$ cat config.mk
export PLATFORM = sky130hd
export DESIGN_NAME = game_state_poller_flat
export DESIGN_NICKNAME = d
export VERILOG_FILES = /design/src/rtl/game_state_poller_if.sv /design/src/rtl/game_state_poller.sv /design/src/flat_wrapper.sv
export SDC_FILE = /design/constraint.sdc
export NUM_CORES = 1
export LEC_CHECK = 0
export ABC_AREA = 0
export BUFFER_PORTS_ARGS = -buffer_cell sky130_fd_sc_hd__buf_2
export CORE_ASPECT_RATIO = 0.75
export CORE_MARGIN = 1
export CORE_UTILIZATION = 46
export CTS_CLUSTER_SIZE = 24
export DETAILED_ROUTE_END_ITERATION = 10
export GPL_ROUTABILITY_DRIVEN = 0
export GPL_TIMING_DRIVEN = 1
export PLACE_DENSITY = 0.8
export SLEW_MARGIN = 5
export SYNTH_ARGS = -nofsm -noshare
export SYNTH_HDL_FRONTEND = slang
export SYNTH_SLANG_ARGS = --single-unit
$ cat constraint.sdc
create_clock -name VGA_CLK -period 1.9 [get_ports VGA_CLK]
set_input_delay 0.19 -clock VGA_CLK [delete_from_list [all_inputs] [get_ports VGA_CLK]]
set_output_delay 0.19 -clock VGA_CLK [all_outputs]
set_load 0.01 [all_outputs]
$ cat src/rtl/game_state_poller_if.sv
// Read-only memory port between the game-state poller and the data/video memory.
// mem_addr is registered by the poller; mem_rd is stable a fixed number of edges later.
interface game_state_poller_if;
  logic [31:0] mem_addr;
  logic [31:0] mem_rd;

  modport master (output mem_addr, input mem_rd);
  modport slave  (input mem_addr, output mem_rd);
endinterface

$ cat src/rtl/game_state_poller.sv
// Sweeps the four game-state words into a shadow set and commits it to the
// drawer-facing outputs only on a frame boundary, so a frame never sees a torn mix.
module game_state_poller #(
  parameter logic [31:0] ADDR_P1_LIVES = 32'h0000_6000,
  parameter logic [31:0] ADDR_P2_LIVES = 32'h0000_7000,
  parameter logic [31:0] ADDR_DOOR1    = 32'h0000_3000,
  parameter logic [31:0] ADDR_DOOR2    = 32'h0000_4000,
  parameter int unsigned READ_LATENCY  = 1
) (
  input  logic                  VGA_CLK,
  input  logic                  reset,
  input  logic                  frame_start,
  game_state_poller_if.master   mem,
  output logic [1:0]            p1_lives,
  output logic [1:0]            p2_lives,
  output logic [1:0]            correct_door_1,
  output logic [1:0]            correct_door_2,
  output logic                  state_valid,
  output logic                  state_changed,
  output logic                  bad_door,
  output logic [1:0]            state_dbg
);

  typedef enum logic [1:0] {
    S_ISSUE   = 2'd0,
    S_WAIT    = 2'd1,
    S_CAPTURE = 2'd2,
    S_PENDING = 2'd3
  } state_t;

  state_t          state;
  logic [2:0]      wait_cnt;
  logic [1:0]      slot;
  logic [3:0][1:0] shadow;
  logic [1:0]      cap_val;
  logic            cap_bad;

  assign state_dbg = state;

  function automatic logic [31:0] slot_addr(input logic [1:0] s);
    case (s)
      2'd0:    slot_addr = ADDR_P1_LIVES;
      2'd1:    slot_addr = ADDR_P2_LIVES;
      2'd2:    slot_addr = ADDR_DOOR1;
      default: slot_addr = ADDR_DOOR2;
    endcase
  endfunction

  // Door slots (2 and 3) never hold 2'b11; such a read is stored as 0 and flagged.
  always_comb begin
    cap_val = mem.mem_rd[1:0];
    cap_bad = 1'b0;
    if (slot[1] && mem.mem_rd[1:0] == 2'b11) begin
      cap_val = 2'b00;
      cap_bad = 1'b1;
    end
  end

  always_ff @(posedge VGA_CLK or posedge reset) begin
    if (reset) begin
      state          <= S_ISSUE;
      mem.mem_addr   <= ADDR_P1_LIVES;
      wait_cnt       <= 3'd0;
      slot           <= 2'd0;
      shadow         <= '0;
      p1_lives       <= 2'b11;
      p2_lives       <= 2'b11;
      correct_door_1 <= 2'b00;
      correct_door_2 <= 2'b00;
      state_valid    <= 1'b0;
      state_changed  <= 1'b0;
      bad_door       <= 1'b0;
    end else begin
      state_changed <= 1'b0;
      case (state)
        S_ISSUE: begin
          mem.mem_addr <= slot_addr(slot);
          wait_cnt     <= 3'(READ_LATENCY);
          state        <= S_WAIT;
        end
        // Leaving on the cycle the count reaches zero gives exactly READ_LATENCY WAIT cycles.
        S_WAIT: begin
          wait_cnt <= wait_cnt - 3'd1;
          if (wait_cnt <= 3'd1) state <= S_CAPTURE;
        end
        S_CAPTURE: begin
          shadow[slot] <= cap_val;
          if (cap_bad) bad_door <= 1'b1;
          if (slot == 2'd3) begin
            slot  <= 2'd0;
            state <= S_PENDING;
          end else begin
            slot  <= slot + 2'd1;
            state <= S_ISSUE;
          end
        end
        default: begin
          if (frame_start) begin
            p1_lives       <= shadow[0];
            p2_lives       <= shadow[1];
            correct_door_1 <= shadow[2];
            correct_door_2 <= shadow[3];
            state_valid    <= 1'b1;
            state_changed  <= ({correct_door_2, correct_door_1, p2_lives, p1_lives} != shadow);
            state          <= S_ISSUE;
          end
        end
      endcase
    end
  end

endmodule

$ cat src/flat_wrapper.sv
// flat-port wrapper written by rule: the top's interface ports become plain ports
module game_state_poller_flat 
#(
  parameter logic [31:0] ADDR_P1_LIVES = 32'h0000_6000,
  parameter logic [31:0] ADDR_P2_LIVES = 32'h0000_7000,
  parameter logic [31:0] ADDR_DOOR1    = 32'h0000_3000,
  parameter logic [31:0] ADDR_DOOR2    = 32'h0000_4000,
  parameter int unsigned READ_LATENCY  = 1
)
  (VGA_CLK, reset, frame_start, p1_lives, p2_lives, correct_door_1, correct_door_2, state_valid, state_changed, bad_door, state_dbg, mem_mem_addr, mem_mem_rd);
  game_state_poller_if mem_i ();
  input  logic VGA_CLK;
  input  logic reset;
  input  logic frame_start;
  output logic [1:0] p1_lives;
  output logic [1:0] p2_lives;
  output logic [1:0] correct_door_1;
  output logic [1:0] correct_door_2;
  output logic state_valid;
  output logic state_changed;
  output logic bad_door;
  output logic [1:0] state_dbg;
  output wire logic [$bits(mem_i.mem_addr)-1:0] mem_mem_addr;
  input wire logic [$bits(mem_i.mem_rd)-1:0] mem_mem_rd;
  assign mem_mem_addr = mem_i.mem_addr;
  assign mem_i.mem_rd = mem_mem_rd;
  game_state_poller #(.ADDR_P1_LIVES(ADDR_P1_LIVES), .ADDR_P2_LIVES(ADDR_P2_LIVES), .ADDR_DOOR1(ADDR_DOOR1), .ADDR_DOOR2(ADDR_DOOR2), .READ_LATENCY(READ_LATENCY)) u_core (.VGA_CLK(VGA_CLK), .reset(reset), .frame_start(frame_start), .mem(mem_i), .p1_lives(p1_lives), .p2_lives(p2_lives), .correct_door_1(correct_door_1), .correct_door_2(correct_door_2), .state_valid(state_valid), .state_changed(state_changed), .bad_door(bad_door), .state_dbg(state_dbg));
endmodule
==> impl_metrics.py <==
metrics = {
    "finish": {
        "fin_util_pct": 53.94,
        "nets": 219,
        "area.growth.synth_to_final_pct": 10.37,
        "fillers": 305,
        "drive_gt1_share_pct": 31.03,
        "diodes": 0,
        "final_cells": 214,
    },
    "detailed_routing": {
        "vias": 969,
        "wl_per_cell_microns": 11.78,
        "wirelength_microns": 2520,
        "drc": 0,
        "dr_wl_met3_microns": 120,
        "drt-pass1-iter-count": 4,
        "wl_met2_microns": 1159,
        "drtIter0Drc": 15,
        "wl_met1_microns": 1165,
        "routed.top_layer": "met4",
        "ant_nets": 0,
        "viasPerCell": 4.528,
    },
    "timing": {
        "setup_viol": 0,
        "tightest_slew_ns": 0.4919,
        "rsz0062_at_grt": "false",
        "period_share_pct": 85.99,
        "setup_total_negative_slack_ns": 0,
        "timing.fmax_mhz": 612.0,
        "slew_headroom_pct": 66.91,
        "clock_skew_ns": 0.007152,
        "finalWorstPathRequiredPeriod_ns": 1.634,
        "hold_viol": 0,
        "drv_slew": 0,
    },
    "synth": {
        "ys_warn_count": 0,
        "ys_ff_latch": 29,
        "ys_async_sr_fraction_pct": 100.0,
        "synthTopCellsByArea": "dfrtp_1 35%, buf_4 13%, dfstp_2 9.7%",
        "synthCells": 146,
        "synth_flop_cell": "dfrtp_1",
        "ys_top_cells_by_count": "29 x buf_4, 23 x dfrtp_1, 14 x mux2_2",
        "synth_cell_types": 27,
        "synth_edf_count": 0,
        "synth_top_area_cell": "dfrtp_1",
        "synthesis.area_sq_um": 1629,
        "avgSynthCellArea_sq_um": 11.16,
        "seq_area_frac_synth_pct": 45.01,
        "yosys.cell_count.top_type": "buf_4",
        "netlist.area_leader.share_pct": 35.33,
    },
    "global_routing": {
        "grtUsageTotal_pct": 15.41,
        "antenna_found_initial": 0,
        "grt_max_degree": 30,
        "first_global_vias": 944,
        "grt.overflow.total": 0,
        "grt_pass1_wl_microns": 4119,
    },
    "placement": {
        "hpwlAfterDp_microns": 1793,
        "dp.cells": 205,
        "port_buffers": 20,
    },
    "clocking": {
        "clock_latency_ns": 0.28,
        "postCtsSetupRepairBufs": 0,
        "cts_root_buf": "clkbuf_8",
        "clk_path_buf_depth": 2,
        "postCtsHoldBufs": 1,
        "cts_buffers": 5,
        "clock-sinks": 29,
        "cts_resized": 0,
        "cts_tree": "done",
        "path_clk_slew_ns": 0.06,
        "htreeDepth": 2,
    },
    "floorplanning": {
        "die_w_microns": 70.72,
        "fp-row-count": 18,
        "core-area_sq_um": 3333,
        "ios": 80,
        "dieArea_sq_um": 3786,
        "fp.dieH_microns": 53.54,
        "start_util_pct": 48.87,
    },
    "setup_path": {
        "crit_required_ns": 2.11,
        "timing_worst_setup_path_type": "reg2reg",
        "cp_max_fo": 10,
        "critPathLaunchType": "flip-flop",
        "cp-end-kind": "flip-flop",
        "arrival_ns": 1.84,
    },
    "min_path": {
        "hold_path_class": "in2reg",
    },
    "power_and_ir_drop": {
        "power_leakage_nw": 0.9182,
        "cellPowerDensity_nw_per_um2": 1690,
        "peakVddDrop_mv": 0.7065,
    },
    "status": {
        "status": "completed",
    },
    "job": {
        "cap_violations": 0,
    },
}
[cell usage in the layout, fill, tap and decap left out, types with 2 or more instances in the layout]
master	synthesis	layout
nor2_1	4	4
dfstp_2	6	6
buf_4	29	2
clkbuf_8	0	6
conb_1	1	29
a21oi_1	5	5
xor2_1	9	9
nor4_1	2	2
mux2_2	14	14
inv_1	8	8
buf_2	2	20
dfrtp_1	23	23
nand2_1	12	12
o21ai_0	6	6
nand2b_1	2	2
ha_1	11	11
[power breakdown]
| part | internal [mW] | switching [mW] |
|---|---|---|
| sequential | 0.939 | 0.245 |
| clock | 0.427 | 0.227 |
| combinational | 0.591 | 0.609 |
| total | 1.96 | 1.08 |
[critical path, stage by stage (launching register included)]
cell and delay, ns:
dfrtp_1 0.44, inv_1 0.13, ha_1 0.37, nand2_1 0.19, mux2_2 0.30, mux2i_1 0.13
[stage by stage]
step	worst slack [ns]	instance area [sq um]	power, mW	hold slack, ns
6_report	0.2661	1798	3.038	0.1964
5_1_grt	0.1092	1798	3.272	0.2138
4_1_cts	0.2691	1798	3.075	0.1912
3_5_place_dp	0.2869	1672	2.401	0.2768
3_3_place_gp	0.3280	1672	2.340	0.2789
2_1_floorplan	0.2798	1734	2.091	0.2637
[per-layer routing]
metal / global-route usage (%) / up-vias
li1: - / 478
met1: 18.02 / 461
met2: 24.36 / 23
met3: 4.307 / 7
met4: 13.00 / 0
met5: 0 / -
[path summary, 6_finish.rpt]
| path | start | to | slack (ns) | cells past startpoint |
|---|---|---|---|---|
| worst max-delay path | u_core.state_dbg[0] | u_core.state_dbg[1] | 0.27 | 5 |
| worst min-delay path | mem_mem_rd[1] | u_core.bad_door | 0.20 | 2 |
| worst max register to register | u_core.state_dbg[0] | u_core.state_dbg[1] | 0.27 | 5 |
| worst min register to register | u_core.bad_door | u_core.bad_door | 0.46 | 1 |
| max in group asynchronous | reset | u_core.p1_lives[1] | 1.06 | 4 |
| min in group asynchronous | reset | u_core.state_dbg[0] | 0.51 | 4 |
[layout make-up]
| type | count | area [sq um] | share of cell area (%) |
|---|---|---|---|
| clock inverter | 1 | 30.03 | 1.670 |
| sequential | 29 | 733.2 | 40.78 |
| multi-input combinational | 106 | 743.2 | 41.34 |
| clock buffer | 7 | 86.33 | 4.802 |
| tap | 40 | 50.05 | 2.784 |
| inverter | 8 | 30.03 | 1.670 |
| timing repair buffer | 23 | 125.1 | 6.959 |
[state kept, by name (all words and copies together) (netlist names)]
register and cells:
u_core.p1_lives 2, u_core.correct_door_2 2, u_core.state_dbg 2, u_core.state_valid 1
u_core.bad_door 1, u_core.shadow 8, u_core.wait_cnt 3, u_core.mem.mem_addr 3
u_core.correct_door_1 2, u_core.slot 2, u_core.state_changed 1, u_core.p2_lives 2
[cells by family (layout without fill, tap and decap cells)]
group           Yosys count  count (layout)  synth area share, %
buf+inv                  39              39                15.82
flops                    29              29                45.01
simple gates             25              25                7.679
compound gates           16              16                6.759
mux                      16              16                11.21
fa+ha+maj                11              11                8.448
xor+xnor                  9               9                4.839
other cells               1              29               0.2302
No activity file was read; power rests on OpenSTA's default activity.
